<file path="config.mk">
export PLATFORM = sky130hd
export DESIGN_NAME = fpu_round_sched
export DESIGN_NICKNAME = d
export VERILOG_FILES = /design/src/rtl/fpu_round_sched.sv
export SDC_FILE = /design/constraint.sdc
export NUM_CORES = 1
export LEC_CHECK = 0
export ABC_AREA = 1
export CAP_MARGIN = 20
export CORE_AREA = 2 2 134 136
export CTS_CLUSTER_SIZE = 20
export DETAILED_ROUTE_END_ITERATION = 7
export DIE_AREA = 0 0 136 138
export DONT_BUFFER_PORTS = 1
export GPL_ROUTABILITY_DRIVEN = 0
export GPL_TIMING_DRIVEN = 0
export PLACE_DENSITY_LB_ADDON = 0.15
export SYNTH_ARGS = -nofsm -noshare
export SYNTH_HDL_FRONTEND = slang
export SYNTH_SLANG_ARGS = --single-unit
export TNS_END_PERCENT = 100
</file>
<file path="constraint.sdc">
create_clock -name clk -period 4.15 [get_ports clk]
set_input_delay 0.415 -clock clk [delete_from_list [all_inputs] [get_ports clk]]
set_output_delay 0.415 -clock clk [all_outputs]
set_load 0.02 [all_outputs]
</file>
<file path="src/rtl/fpu_round_sched.sv">
// Round-robin scheduler sharing one combinational fpu_rounder among NREQ requesters.
// One operation in flight: grant, drive the rounder for one cycle, hold the result until accepted.
//
// state    | meaning
// ---------+--------------------------------------------------------------
// ST_IDLE  | waiting for any req_valid; grants one requester round-robin
// ST_ROUND | latched operands drive rnd_*; rounder result captured at edge
// ST_DONE  | res_valid high, res_* held until res_ready
module fpu_round_sched #(
   parameter int NREQ = 3
) (
   input  logic                 clk,
   input  logic                 rst,
   input  logic [NREQ-1:0]      req_valid,
   output logic [NREQ-1:0]      req_ready,
   input  logic [48*NREQ-1:0]   req_mantissa,
   input  logic [9*NREQ-1:0]    req_exponent,
   input  logic [NREQ-1:0]      req_sign,
   input  logic [3*NREQ-1:0]    req_grs,
   input  logic [3*NREQ-1:0]    req_rm,
   input  logic [2:0]           frm,
   output logic [47:0]          rnd_mantissa,
   output logic [8:0]           rnd_exponent,
   output logic                 rnd_sign,
   output logic                 rnd_guard,
   output logic                 rnd_round,
   output logic                 rnd_sticky,
   output logic [2:0]           rnd_rm,
   input  logic [22:0]          rnd_mantissa_rounded,
   input  logic [7:0]           rnd_exponent_rounded,
   input  logic                 rnd_inexact,
   input  logic                 rnd_overflow,
   output logic                 res_valid,
   input  logic                 res_ready,
   output logic [1:0]           res_tag,
   output logic [22:0]          res_mantissa,
   output logic [7:0]           res_exponent,
   output logic                 res_sign,
   output logic                 res_inexact,
   output logic                 res_overflow,
   output logic                 res_illegal,
   output logic [4:0]           fflags,
   input  logic                 fflags_clr,
   output logic                 busy
);

   localparam int TW = 2;

   typedef enum logic [1:0] {
      ST_IDLE  = 2'd0,
      ST_ROUND = 2'd1,
      ST_DONE  = 2'd2
   } state_t;

   state_t            r_state;
   state_t            w_state_nxt;

   logic [TW-1:0]     r_last_grant;
   logic [TW:0]       w_cand;
   logic [TW-1:0]     w_gnt_idx;
   logic              w_gnt_found;
   logic              w_grant;

   logic [2:0]        w_req_rm;
   logic [2:0]        w_rm_resolved;

   logic [47:0]       r_mant;
   logic [8:0]        r_exp;
   logic              r_sign;
   logic [2:0]        r_grs;
   logic [2:0]        r_rm;
   logic [TW-1:0]     r_tag;

   logic [TW-1:0]     r_res_tag;
   logic [22:0]       r_res_mant;
   logic [7:0]        r_res_exp;
   logic              r_res_sign;
   logic              r_res_inexact;
   logic              r_res_overflow;
   logic              r_res_illegal;
   logic [4:0]        r_fflags;
   logic [4:0]        w_flag_set;

   logic              w_in_round;
   logic              w_illegal;

   // Search starts one past the last grant so every requester gets a turn.
   always_comb begin
      w_gnt_found = 1'b0;
      w_gnt_idx   = '0;
      w_cand      = '0;
      for (int off = 1; off <= NREQ; off++) begin
         w_cand = {1'b0, r_last_grant} + (TW+1)'(off);
         if (w_cand >= (TW+1)'(NREQ)) begin
            w_cand = w_cand - (TW+1)'(NREQ);
         end
         if (!w_gnt_found && req_valid[w_cand[TW-1:0]]) begin
            w_gnt_found = 1'b1;
            w_gnt_idx   = w_cand[TW-1:0];
         end
      end
   end

   assign w_grant = (r_state == ST_IDLE) && w_gnt_found && !rst;

   always_comb begin
      req_ready = '0;
      if (w_grant) begin
         req_ready[w_gnt_idx] = 1'b1;
      end
   end

   assign w_req_rm      = req_rm[int'(w_gnt_idx)*3 +: 3];
   assign w_rm_resolved = (w_req_rm == 3'b111) ? frm : w_req_rm;

   always_ff @(posedge clk) begin
      if (rst) begin
         r_state <= ST_IDLE;
      end else begin
         r_state <= w_state_nxt;
      end
   end

   always_comb begin
      w_state_nxt = r_state;
      case (r_state)
         ST_IDLE: begin
            if (w_grant) begin
               w_state_nxt = ST_ROUND;
            end
         end
         ST_ROUND: begin
            w_state_nxt = ST_DONE;
         end
         ST_DONE: begin
            if (res_ready) begin
               w_state_nxt = ST_IDLE;
            end
         end
         default: begin
            w_state_nxt = ST_IDLE;
         end
      endcase
   end

   always_ff @(posedge clk) begin
      if (rst) begin
         r_last_grant <= TW'(NREQ-1);
         r_mant       <= '0;
         r_exp        <= '0;
         r_sign       <= 1'b0;
         r_grs        <= '0;
         r_rm         <= '0;
         r_tag        <= '0;
      end else if (w_grant) begin
         r_last_grant <= w_gnt_idx;
         r_mant       <= req_mantissa[int'(w_gnt_idx)*48 +: 48];
         r_exp        <= req_exponent[int'(w_gnt_idx)*9 +: 9];
         r_sign       <= req_sign[w_gnt_idx];
         r_grs        <= req_grs[int'(w_gnt_idx)*3 +: 3];
         r_rm         <= w_rm_resolved;
         r_tag        <= w_gnt_idx;
      end
   end

   assign w_in_round = (r_state == ST_ROUND);
   // 101/110 are reserved encodings; 111 here means frm itself was dynamic.
   assign w_illegal  = (r_rm >= 3'b101);

   assign rnd_mantissa = w_in_round ? r_mant   : '0;
   assign rnd_exponent = w_in_round ? r_exp    : '0;
   assign rnd_sign     = w_in_round ? r_sign   : 1'b0;
   assign rnd_guard    = w_in_round ? r_grs[2] : 1'b0;
   assign rnd_round    = w_in_round ? r_grs[1] : 1'b0;
   assign rnd_sticky   = w_in_round ? r_grs[0] : 1'b0;
   assign rnd_rm       = w_in_round ? r_rm     : '0;

   always_ff @(posedge clk) begin
      if (rst) begin
         r_res_tag      <= '0;
         r_res_mant     <= '0;
         r_res_exp      <= '0;
         r_res_sign     <= 1'b0;
         r_res_inexact  <= 1'b0;
         r_res_overflow <= 1'b0;
         r_res_illegal  <= 1'b0;
      end else if (w_in_round) begin
         r_res_tag  <= r_tag;
         r_res_sign <= r_sign;
         if (w_illegal) begin
            r_res_mant     <= '0;
            r_res_exp      <= '0;
            r_res_inexact  <= 1'b0;
            r_res_overflow <= 1'b0;
            r_res_illegal  <= 1'b1;
         end else begin
            r_res_mant     <= rnd_mantissa_rounded;
            r_res_exp      <= rnd_exponent_rounded;
            r_res_inexact  <= rnd_inexact;
            r_res_overflow <= rnd_overflow;
            r_res_illegal  <= 1'b0;
         end
      end
   end

   // Only OF and NX are produced here; a same-cycle clear keeps the new bits.
   assign w_flag_set = (w_in_round && !w_illegal)
                     ? {2'b00, rnd_overflow, 1'b0, rnd_inexact | rnd_overflow}
                     : 5'b00000;

   always_ff @(posedge clk) begin
      if (rst) begin
         r_fflags <= '0;
      end else begin
         r_fflags <= (fflags_clr ? 5'b00000 : r_fflags) | w_flag_set;
      end
   end

   assign res_valid    = (r_state == ST_DONE);
   assign res_tag      = r_res_tag;
   assign res_mantissa = r_res_mant;
   assign res_exponent = r_res_exp;
   assign res_sign     = r_res_sign;
   assign res_inexact  = r_res_inexact;
   assign res_overflow = r_res_overflow;
   assign res_illegal  = r_res_illegal;
   assign fflags       = r_fflags;
   assign busy         = (r_state != ST_IDLE);

endmodule

</file>
**Yosys cells after proc, flatten, opt, wreduce, memory -nomap -nowiden**

Index checks and enable logic that the tools add are counted.
W data, S select, Z words.

- Add/subtract/negate cells: 6
- Multiply operators: 3
- Magnitude comparators: 9
- Eq/ne operators: 5
- Shifts and indexed selects: 4
- Multiplexer cells: 38
- Bitwise operators: 2
- Reductions and logical operators: 13

Operators with widths:

| cell | number |
|---|---|
| $shiftx A144 B9 Y48 | 1 |
| $mux W48 | 1 |
| $shiftx A9 B32 Y3 | 1 |
| $shiftx A27 B7 Y9 | 1 |
| $mux W23 | 1 |
| $mux W2 | 8 |
| $mux W1 | 15 |
| $lt A2 B3 Y1 const B | 4 |
| $mux W3 | 4 |
| $ge A3 B2 Y1 const B | 3 |
| $mux W9 | 1 |
| $shiftx A9 B5 Y3 | 1 |
| $bmux W1 S2 | 4 |
| $mul A2 B2 Y4 const B | 2 |
| $mux W8 | 1 |
| $add A2 B2 Y3 const B | 2 |
| $logic_and A1 B1 Y1 | 6 |
| $mul A2 B4 Y6 const B | 1 |
| $pmux W2 S3 | 1 |
| $sub A2 B2 Y2 const B | 3 |
| $mux W5 | 1 |
| $or A5 B3 Y5 | 1 |
| $logic_not A1 Y1 | 4 |
| $add A2 B1 Y3 const B | 1 |
| other kinds (12) | 12 |

- Bits in registers: 112
- Input bits: 235
- Output and inout port bits: 111
- Word-level logic and storage cells: 96

**Longest topological paths before layout**

Gate-level depths: netlist of run 1.

- Word-level depth: 17
- Gate-level depth with buffers: 19
- Mapped depth without buffers: 17

**Worst setup path after synthesis of run 1**

OpenSTA, ideal clock, no wires.

- Path kind: reg2out
- From: register r_last_grant[0]
- To: output req_ready[0]
- Arrival time: 2407 ps
- Required time: 3735 ps
- Setup slack: 1328 ps
- Stages on the path, launching flop included: 17
- Buffers on the path: 3
- Path through: dfxtp_1 -> inv_1 -> ha_1 -> buf_6 -> inv_2 -> nand2_2 -> nand3_2 -> nand2_2 -> nand2_2 -> inv_1 -> nand2_1 -> nand2_2 -> nand2_1 -> buf_6 -> inv_4 -> buf_4 -> nor3_1

- Word-level cells in the longest chain between the ends: 17
- Elaborated cells on any way between the ends: 36
- Those cells by class: add/sub (6); order compare (5); mux (18); reduce/logical (7)

Ends and longest elaborated chain:

| element | line | RTL |
|---|---|---|
| start: declaration | 58 | `logic [TW-1:0] r_last_grant;` |
| start signal: assignment | 148 | `r_last_grant <= TW'(NREQ-1);` |
| start signal: assignment | 156 | `r_last_grant <= w_gnt_idx;` |
| $add A2 B1 Y3 | 93 | `w_cand = {1'b0, r_last_grant} + (TW+1)'(off);` |
| $ge A3 B2 Y1 or $sub A2 B2 Y2 (tied branches) | 94, 95 |  |
| $mux W2 | 94 | `if (w_cand >= (TW+1)'(NREQ)) begin` |
| $bmux W1 S2 | 97 | `if (!w_gnt_found && req_valid[w_cand[TW-1:0]]) begin` |
| $mux W1 (not written as such) | 97 |  |
| $mux W1 | 97 |  |
| $logic_not A1 Y1 | 97 |  |
| $logic_and A1 B1 Y1 | 97 |  |
| $mux W1 | 97 |  |
| $logic_not A1 Y1 | 97 |  |
| $logic_and A1 B1 Y1 | 97 |  |
| $mux W2 | 97 |  |
| $lt A2 B3 Y1 (not written as such) or $ge A2 B1 Y1 (tied branches) | 109 | `req_ready[w_gnt_idx] = 1'b1;` |
| $logic_and A1 B1 Y1 (not written as such) | 109 |  |
| $mux W1 (not written as such) | 109 |  |
| $demux W1 S2 | 109 |  |
| $mux W3 * | 108 | `if (w_grant) begin` |
| end: declaration | 15 | `output logic [NREQ-1:0] req_ready,` |

Mark *: on every way between the ends. The rest lies on a longest branch, timed or not. The select of a mux whose other input is x is not followed.

**Final worst setup path of run 1**

Same ends and word-level chain as after synthesis.

==> flow_summary_export.csv, run 1 <==
group,metric,value,unit
placed_design,dp.cells,1138,
logic_synthesis,synth-xor-area-share,0,%
logic_synthesis,synth_seq_cells,108,
placed_design,postPlaceCellArea,0.00681,mm²
routing,vias_per_cell,4.90,
worst_setup_path,crit_required,3.73,ns
clock_tree,cts.path.max_buffers,2,
routing,vias,5650,
worst_setup_path,crit_type,"reg2out",
global_routing,antenna_found_initial,1,
worst_setup_path,crit_family,"simple AND/OR/NAND/NOR gates",
clock_tree,cts-resized-gates,0,
logic_synthesis,netlist_instances,907,
routing,antenna_left,0,
sta,fmax,280,MHz
logic_synthesis,yosys.area_share.simple,20.3,%
global_routing,grt_pass1_vias,5435,
logic_synthesis,async_flop_share,0,%
clock_tree,hold_buffers,0,
global_routing,grt.total_usage,20.7,%
run,cap_violations,0,
sta,fin_crit_sh,86.2,%
sta,post-route-min-period,3.58,ns
clock_tree,cts_tree,"built",
logic_synthesis,synth_edf_count,0,
power_and_ir_drop,ir_drop,317,µV
logic_synthesis,netlist_top_cells_area,"dfxtp_1 33%, inv_1 12%, o22ai_2 11%",
worst_setup_path,cp-start-kind,"flip-flop",
placed_design,place_hpwl,16.2,mm
logic_synthesis,synth_compound_area_share,27.2,%
hold_path,hp-class,"in2reg",
power_and_ir_drop,power_density,792,mW/mm²
worst_setup_path,end_kind,"output pin",
worst_setup_path,critPathMaxStageDelay,0.52,ns
sta,finClkSkew,0.00649,ns
clock_tree,clock_latency,0.34,ns
global_routing,grt-ovfl-total,0,
worst_setup_path,cp_slowest_cell,"nor3_1",
logic_synthesis,synthFlopType,"dfxtp_1",
routing,drt_iter0_markers,206,
sta,timing_hold_violations_final,0,
routing,wire_per_inst,17.6,µm
placed_design,port_buffers,0,
logic_synthesis,yosysSeqAreaShare,33.2,%
logic_synthesis,netlist_area,0.00651,mm²
floorplanning,core_area,0.0175,mm²
floorplanning,die-height,138,µm
sta,grt_setup_unrepaired,"no",
power_and_ir_drop,p_leak,2.79,nW
final_layout,areaGrowthSynthToFinish,8.97,%
sta,worstMarginPinSlew,0.721,ns
worst_setup_path,cp_max_fo,10,
sta,tns,0,ns
floorplanning,num_rows,49,
final_layout,final_cell_mix,"213 x inv_1, 117 x nand2_1, 108 x dfxtp_1, 103 x a21oi_1, 72 x nor2_1",
floorplanning,die_x,136,µm
sta,setup_viol,0,
final_layout,final_cells,1153,
final_layout,drive_above_1_share,15.2,%
clock_tree,cts_max_level,3,
status,status,"complete, no violations",
global_routing,grt_pass1_wl,30.1,mm
logic_synthesis,yosys.area.top_type,"dfxtp_1",
sta,slew_headroom,51.9,%
logic_synthesis,ys_types,34,
routing,drc,0,
logic_synthesis,synth_top_family_by_area,"compound AO/OA/AOI/OAI gates",
worst_setup_path,crit_chain,"inv_1 -> ha_1 -> buf_6 -> inv_2 -> o21ai_1 -> nand2_1 -> nand2_2 -> nor2_4 -> nand2_2 -> nand2_1 -> buf_6 -> inv_4 -> buf_4 -> nor3_1",
floorplanning,top_level_ports,346,
logic_synthesis,syn_area_per_cell,7.18,µm²
floorplanning,die_area,0.0188,mm²
worst_setup_path,critPathBufInv,6,
routing,wl,20.3,mm
clock_tree,numCtsBuffers,9,
final_layout,diodes,0,
clock_tree,cts_root_buf,"clkbuf_16",
clock_tree,post-cts-setup-buffer-count,0,
final_layout,fin_util,40.5,%
final_layout,final_common_cell,"inv_1",
logic_synthesis,synth_top_area_share,33.2,%
floorplanning,initial_core_util,37.1,%
final_layout,nNetsFinal,1159,
logic_synthesis,synthAdderAreaFrac,0.769,%
worst_setup_path,worstPathArrival,3.16,ns
clock_tree,clkTransAtPathRegs,0.07,ns
final_layout,fin_area,0.00710,mm²
logic_synthesis,synthMuxAreaShare,0,%
routing,drt_pass1_iterations,4,
global_routing,grt_max_degree,18,
clock_tree,clkSinkCount,108,
logic_synthesis,yosysWarningCount,0,
sta,drv_slew,0,
final cells by class:
type                            instances  area, µm²
Inverter                              218        821
Multi-Input combinational cell        523       3150
Fill cell                            1944      10400
Tap cell                              229        287
Sequential cell                       108       2160
Clock buffer                            9        225
Buffer                                 60        388
Clock inverter                          6       65.1
per-stage QoR:
stage | setup slack (ns) | power (mW) | hold slack [ns]
detailed placement | 0.920 | 4.82 | 0.442
finish | 0.572 | 5.62 | 0.207
CTS | 0.530 | 5.70 | 0.192
global route | 0.320 | 6.09 | 0.192
floorplan | 1.33 | 4.06 | 0.420
global placement | 0.913 | 4.82 | 0.434
kinds of logic after synthesis:
kind of cell	after synthesis
buffers and inverters	278
adders and majority gates	4
DFF	108
and+or+nand+nor	283
other	1
AOI/OAI and AO/OA	233
cells in the mapped netlist, types with 2 or more instances:
master    instances
o211ai_1         61
o22ai_2          58
or2_1            23
buf_1             2
buf_6            13
nor2_1           72
buf_4            15
nand3_2           2
nor2_4            2
o22ai_1           3
or2_0            27
clkbuf_1         23
nor2_2            2
inv_2             4
nand3_1          16
dfxtp_1         108
or2_2            11
a21oi_1         103
ha_1              4
inv_1           213
o21ai_0           4
nand2_4           2
nand2_2           6
buf_2             7
nand2_1         117
flip-flops by register name, summed over array words and instances, names as in the netlist:
register / flops
res_sign: 1
res_inexact: 1
res_illegal: 1
res_overflow: 1
res_mantissa: 23
res_tag: 2
res_exponent: 8
r_exp: 9
r_rm: 3
r_sign: 1
r_last_grant: 2
r_tag: 1
fflags: 2
r_mant: 48
r_grs: 3
r_state: 2
worst reg2reg max path, stage by stage (launching register included):
cell and delay [ns]:
dfxtp_1 0.45, inv_1 0.16, ha_1 0.33, buf_6 0.15
inv_2 0.10, o21ai_1 0.07, nand2_1 0.11, nand2_2 0.10
nor2_4 0.16, nand2_2 0.09, nand2_1 0.10, buf_6 0.19
inv_4 0.10, buf_4 0.19, o211ai_1 0.24, a21oi_1 0.10
where the power goes:
| part | switching, mW | leakage [nW] | internal (mW) |
|---|---|---|---|
| Sequential | 0.220 | 0.884 | 1.29 |
| Clock | 0.392 | 0.142 | 0.466 |
| Combinational | 2.06 | 1.77 | 1.19 |
worst paths after layout:
path / startpoint / endpoint / slack [ns] / cells after the start
max: r_last_grant[0] / req_ready[0] / 0.57 / 14
min: rnd_mantissa_rounded[15] / res_mantissa[15] / 0.21 / 2
max reg2reg: r_last_grant[0] / r_mant[46] / 1.37 / 15
min reg2reg: r_tag[1] / r_tag[1] / 0.46 / 2
per-layer routing:
| metal | GRT usage (%) | vias up | part of all wire [%] |
|---|---|---|---|
| met1 | 24.6 | 2557 | 41 |
| met5 | 0 | - | 0.064 |
| li1 | - | 2858 | - |
| met3 | 6.45 | 22 | 8.8 |
| met4 | 5.65 | 2 | 1.6 |
| met2 | 35.8 | 211 | 49 |
Note: power is estimated with default switching activity, not from simulation.
==> inputs of run 2 (changes only) <==
- CORE_AREA: 2 2 134 136 -> 2 2 135 137
- DIE_AREA: 0 0 136 138 -> 0 0 137 139
- REMOVE_ABC_BUFFERS: unset -> 1
- clock period: 4.15 -> 3.9 ns (I/O delays scaled with it)
==> flow_summary_export.csv, run 2 (synthesis gave the netlist of run 1 again) <==
group,metric,value,unit
sta,setup_viol,0,
sta,fin_crit_sh,90.2,%
clock_tree,cts.path.max_buffers,2,
clock_tree,cts_tree,"built",
clock_tree,clkSinkCount,108,
routing,wire_per_inst,17.2,µm
floorplanning,num_rows,49,
sta,worstMarginPinSlew,0.904,ns
final_layout,final_common_cell,"inv_1",
clock_tree,hold_buffers,0,
floorplanning,core_area,0.0177,mm²
clock_tree,numCtsBuffers,9,
clock_tree,clkTransAtPathRegs,0.08,ns
global_routing,grt_pass1_wl,27.7,mm
hold_path,hp-class,"in2reg",
sta,slew_headroom,39.8,%
final_layout,fin_area,0.00683,mm²
final_layout,largest_register,"r_mant",
routing,drt_iter0_markers,203,
power_and_ir_drop,p_int,2.84,mW
clock_tree,cts_max_level,3,
placed_design,port_buffers,0,
global_routing,grt_max_degree,102,
routing,vias,5411,
final_layout,drive_above_1_share,13.2,%
final_layout,register_area,0.00216,mm²
floorplanning,die_x,137,µm
floorplanning,initial_core_util,36.9,%
final_layout,n_fill_cell,1948,
placed_design,place_hpwl,13.7,mm
routing,vias_per_cell,4.92,
worst_setup_path,critPathMaxStageDelay,0.51,ns
sta,grt_setup_unrepaired,"no",
power_and_ir_drop,p_comb_share,55.8,%
floorplanning,top_level_ports,346,
sta,timing_hold_violations_final,0,
worst_setup_path,crit_type,"reg2out",
routing,wl,19.0,mm
power_and_ir_drop,p_seq_share,28.2,%
worst_setup_path,cp_common_cell,"nand2_2",
worst_setup_path,cp_max_fo,62,
floorplanning,die-height,139,µm
routing,drt_pass1_iterations,4,
final_layout,areaGrowthSynthToFinish,4.96,%
placed_design,postPlaceCellArea,0.00652,mm²
routing,drc,0,
global_routing,grt.total_usage,18.9,%
clock_tree,cts_root_buf,"clkbuf_16",
placed_design,dp_slack,-0.0708,ns
power_and_ir_drop,p_leak,2.61,nW
power_and_ir_drop,p_switching,2.81,mW
floorplanning,die_area,0.0190,mm²
run,cap_violations,0,
worst_setup_path,cp-start-kind,"flip-flop",
power_and_ir_drop,ir_drop,464,µV
sta,drv_slew,0,
sta,layout_setup_ws,0.384,ns
global_routing,antenna_found_initial,0,
final_layout,largest_reg_flops,48,
sta,fmax,284,MHz
final_layout,nNetsFinal,1104,
status,status,"complete, no violations",
routing,antenna_left,0,
final_layout,diodes,0,
sta,finClkSkew,0.0110,ns
global_routing,grt_pass1_vias,5073,
final_layout,final_cell_mix,"212 x inv_1, 116 x nand2_1, 108 x dfxtp_1, 102 x a21oi_1, 72 x nor2_1",
worst_setup_path,cp_slowest_cell,"ha_1",
final_layout,multiInputGateArea,0.00318,mm²
global_routing,grt-ovfl-total,0,
power_and_ir_drop,p_total,5.64,mW
worst_setup_path,crit_chain,"inv_1 -> ha_1 -> inv_2 -> nand2_2 -> nand3_2 -> nand2_2 -> nand2_2 -> nor2_4 -> nand2_2 -> nand2_2 -> inv_6 -> nor3_4",
clock_tree,clock_latency,0.36,ns
worst_setup_path,end_kind,"output pin",
sta,post-route-min-period,3.52,ns
worst_setup_path,worstPathArrival,3.13,ns
power_and_ir_drop,power_density,826,mW/mm²
power_and_ir_drop,clkPwrFrac,16.1,%
power_and_ir_drop,sw_frac_of_total,49.8,%
worst_setup_path,crit_required,3.51,ns
run 2: cell count changes in the layout (fill, tap and decap cells not counted), sizes merged:
cell	before	now
buf	37	5
clkbuf	32	9
inv	219	222
clkinv	3	1
bufinv	1	0
clkinvlp	1	2
run 2: cell type report:
| cell class | count | area share, % |
|---|---|---|
| sequential | 108 | 31.6 |
| clock buffer | 9 | 3.30 |
| inverter | 218 | 12.1 |
| multi-input combinational | 523 | 46.6 |
| clock inverter | 7 | 0.842 |
| tap | 229 | 4.19 |
| timing repair buffer | 5 | 1.39 |
run 2: timing repair:
item,in CTS,in global routing
setup buffers,1,0
endpoints found under the setup margin,2,1
pin swaps,1,0
resized for setup,2,2
run 2: final timing paths:
kind / startpoint / end / slack, ns / cells past startpoint
worst max-delay path: r_last_grant[0] / req_ready[0] / 0.38 / 12
worst min-delay path: rst / r_mant[5] / 0.09 / 1
worst max register to register: r_last_grant[0] / r_mant[47] / 0.69 / 12
worst min register to register: r_tag[1] / r_tag[1] / 0.45 / 2
run 2: layer usage:
layer	routed length, µm	track usage [%]	vias to the layer above
li1	-	-	2748
met1	7760	22.8	2421
met2	9160	32.0	228
met3	1820	6.25	14
met4	217	4.83	0
met5	0	0	-
run 2: stage by stage:
step | setup TNS, ns | hold slack (ns) | utilization [%] | cells
floorplan | -8.55 | 0.420 | - | 849
global placement | -166.12 | 0.432 | 36.3 | 1078
detailed placement | -0.0708 | 0.437 | 36.9 | 1082
CTS | 0 | 0.0756 | 38.7 | 1099
global route | 0 | 0.0641 | 38.7 | 1099
finish | 0 | 0.0882 | 38.7 | 1099
run 2: power groups by stage:
stage	sequential (mW)	clock, mW	combinational (mW)
2_1_floorplan	1.59	0	2.29
3_3_place_gp	1.62	0	3.05
3_5_place_dp	1.62	0	3.14
4_1_cts	1.59	0.937	3.17
5_1_grt	1.62	0.981	3.52
6_report	1.59	0.906	3.15
run 2: worst max-delay path, delay by kind of cell (launching register included):
family	cells	cell delay, ns
fa+ha+maj	1	0.51
flops	1	0.44
buf+inv	3	0.53
simple gates	8	1.28
==> inputs of run 3 (changes only) <==
- CORE_AREA: 2 2 135 137 -> unset
- CORE_UTILIZATION: unset -> 35
- DIE_AREA: 0 0 137 139 -> unset
- clock period: 3.9 -> 3.3 ns (I/O delays scaled with it)
==> flow_summary_export.csv, run 3 (synthesis gave the netlist of run 1 again) <==
group,metric,value,unit
final_layout,drive_above_1_share,13.9,%
final_layout,areaGrowthSynthToFinish,6.55,%
worst_setup_path,cp-start-kind,"flip-flop",
sta,setup_viol,0,
worst_setup_path,crit_required,2.97,ns
global_routing,grt.total_usage,20.3,%
status,status,"finished, violations left",
final_layout,largest_reg_flops,48,
floorplanning,top_level_ports,346,
floorplanning,initial_core_util,36.0,%
routing,vias_per_cell,4.97,
sta,slew_headroom,41.9,%
floorplanning,core_area,0.0181,mm²
clock_tree,clock_latency,0.35,ns
final_layout,multiInputGateArea,0.00326,mm²
sta,post-route-min-period,3.02,ns
floorplanning,die-height,138,µm
final_layout,final_common_cell,"inv_1",
floorplanning,die_x,138,µm
placed_design,port_buffers,0,
final_layout,final_cell_mix,"212 x inv_1, 116 x nand2_1, 107 x dfxtp_1, 102 x a21oi_1, 72 x nor2_1",
global_routing,grt_max_degree,103,
sta,drv_slew,0,
status,violations,"DRC",
sta,fin_crit_sh,91.4,%
worst_setup_path,worstPathArrival,2.69,ns
worst_setup_path,cp_slowest_cell,"dfxtp_2",
clock_tree,clkTransAtPathRegs,0.08,ns
clock_tree,cts_tree,"built",
floorplanning,die_area,0.0192,mm²
worst_setup_path,end_kind,"output pin",
worst_setup_path,crit_family,"buffers and inverters",
routing,drc,48,
final_layout,register_area,0.00216,mm²
final_layout,fin_util,38.4,%
power_and_ir_drop,ir_drop,624,µV
final_layout,nNetsFinal,1109,
sta,finClkSkew,0.0109,ns
sta,fmax,332,MHz
routing,wire_per_inst,18.8,µm
routing,vias,5487,
clock_tree,cts.path.max_buffers,2,
worst_setup_path,cp_max_fo,25,
global_routing,grt-ovfl-total,0,
routing,antenna_left,0,
worst_setup_path,crit_type,"reg2out",
sta,tns,0,ns
worst_setup_path,critPathMaxStageDelay,0.39,ns
run,cap_violations,0,
sta,holdWs,0.0387,ns
power_and_ir_drop,power_density,1000,mW/mm²
sta,worstMarginPinSlew,0.870,ns
worst_setup_path,crit_chain,"inv_1 -> ha_4 -> nand2_1 -> inv_2 -> nor2_2 -> nand2_1 -> nand3_2 -> inv_2 -> o21bai_2 -> nor2_4 -> buf_12 -> nand2_8 -> inv_1",
clock_tree,cts_root_buf,"clkbuf_16",
power_and_ir_drop,p_leak,2.66,nW
routing,drt_pass1_iterations,7,
power_and_ir_drop,p_total,6.96,mW
sta,grt_setup_unrepaired,"no",
clock_tree,hold_buffers,0,
clock_tree,numCtsBuffers,9,
floorplanning,num_rows,49,
global_routing,grt_pass1_vias,5405,
clock_tree,cts_max_level,3,
sta,timing_hold_violations_final,0,
routing,wl,20.8,mm
worst_setup_path,critPathBufInv,5,
global_routing,grt_pass1_wl,30.0,mm
final_layout,largest_register,"r_mant",
placed_design,place_hpwl,13.7,mm
global_routing,antenna_found_initial,1,
placed_design,dp_slack,-0.832,ns
sta,layout_setup_ws,0.284,ns
routing,drt_iter0_markers,354,
clock_tree,clkSinkCount,108,
hold_path,hp-class,"in2reg",
final_layout,n_fill_cell,1951,
==> run 3: worst paths after layout <==
| path | to | cells past startpoint | start | slack [ns] |
|---|---|---|---|---|
| setup / recovery | req_ready[2] | 13 | r_last_grant[0] | 0.28 |
| hold / removal | res_exponent[4] | 1 | rst | 0.04 |
| setup reg to reg | r_mant[13] | 14 | r_last_grant[0] | 0.38 |
| hold reg to reg | r_tag[1] | 2 | r_tag[1] | 0.45 |
==> run 3: per-stage QoR <==
stage | area (µm²) | instances
3_5_place_dp | 6530 | 1082
4_1_cts | 6890 | 1102
6_report | 6940 | 1105
3_3_place_gp | 6420 | 1078
5_1_grt | 6940 | 1105
2_1_floorplan | 6130 | 849
==> run 3: area by class of cell <==
cell class	count	share of cell area [%]
diodes	1	0.0361
clock buffers	10	3.44
clock inverters	6	0.812
inverters	218	11.9
multi-input cells	528	47.0
flip-flops and latches	108	31.2
well taps	229	4.13
repair buffers	5	1.48
==> run 3: layer usage <==
metal	routed length, µm	GRT usage, %
met3	1480	4.68
met1	8710	24.3
met4	407	7.21
met2	10200	35.5
met5	0	0
==> run 3: power by group <==
group          internal [mW]  switching (mW)  leakage (nW)
Clock                  0.549           0.545         0.147
Combinational           1.27            2.72          1.63
Sequential              1.62           0.268         0.885
==> run 3: what timing repair did <==
| item | 4_1_cts | 5_1_grt |
|---|---|---|
| buffers inserted | 1 | 0 |
| setup endpoints to repair | 64 | 63 |
| resized for setup | 6 | 5 |
| pin swaps | 2 | 2 |
| gates cloned | 3 | 2 |
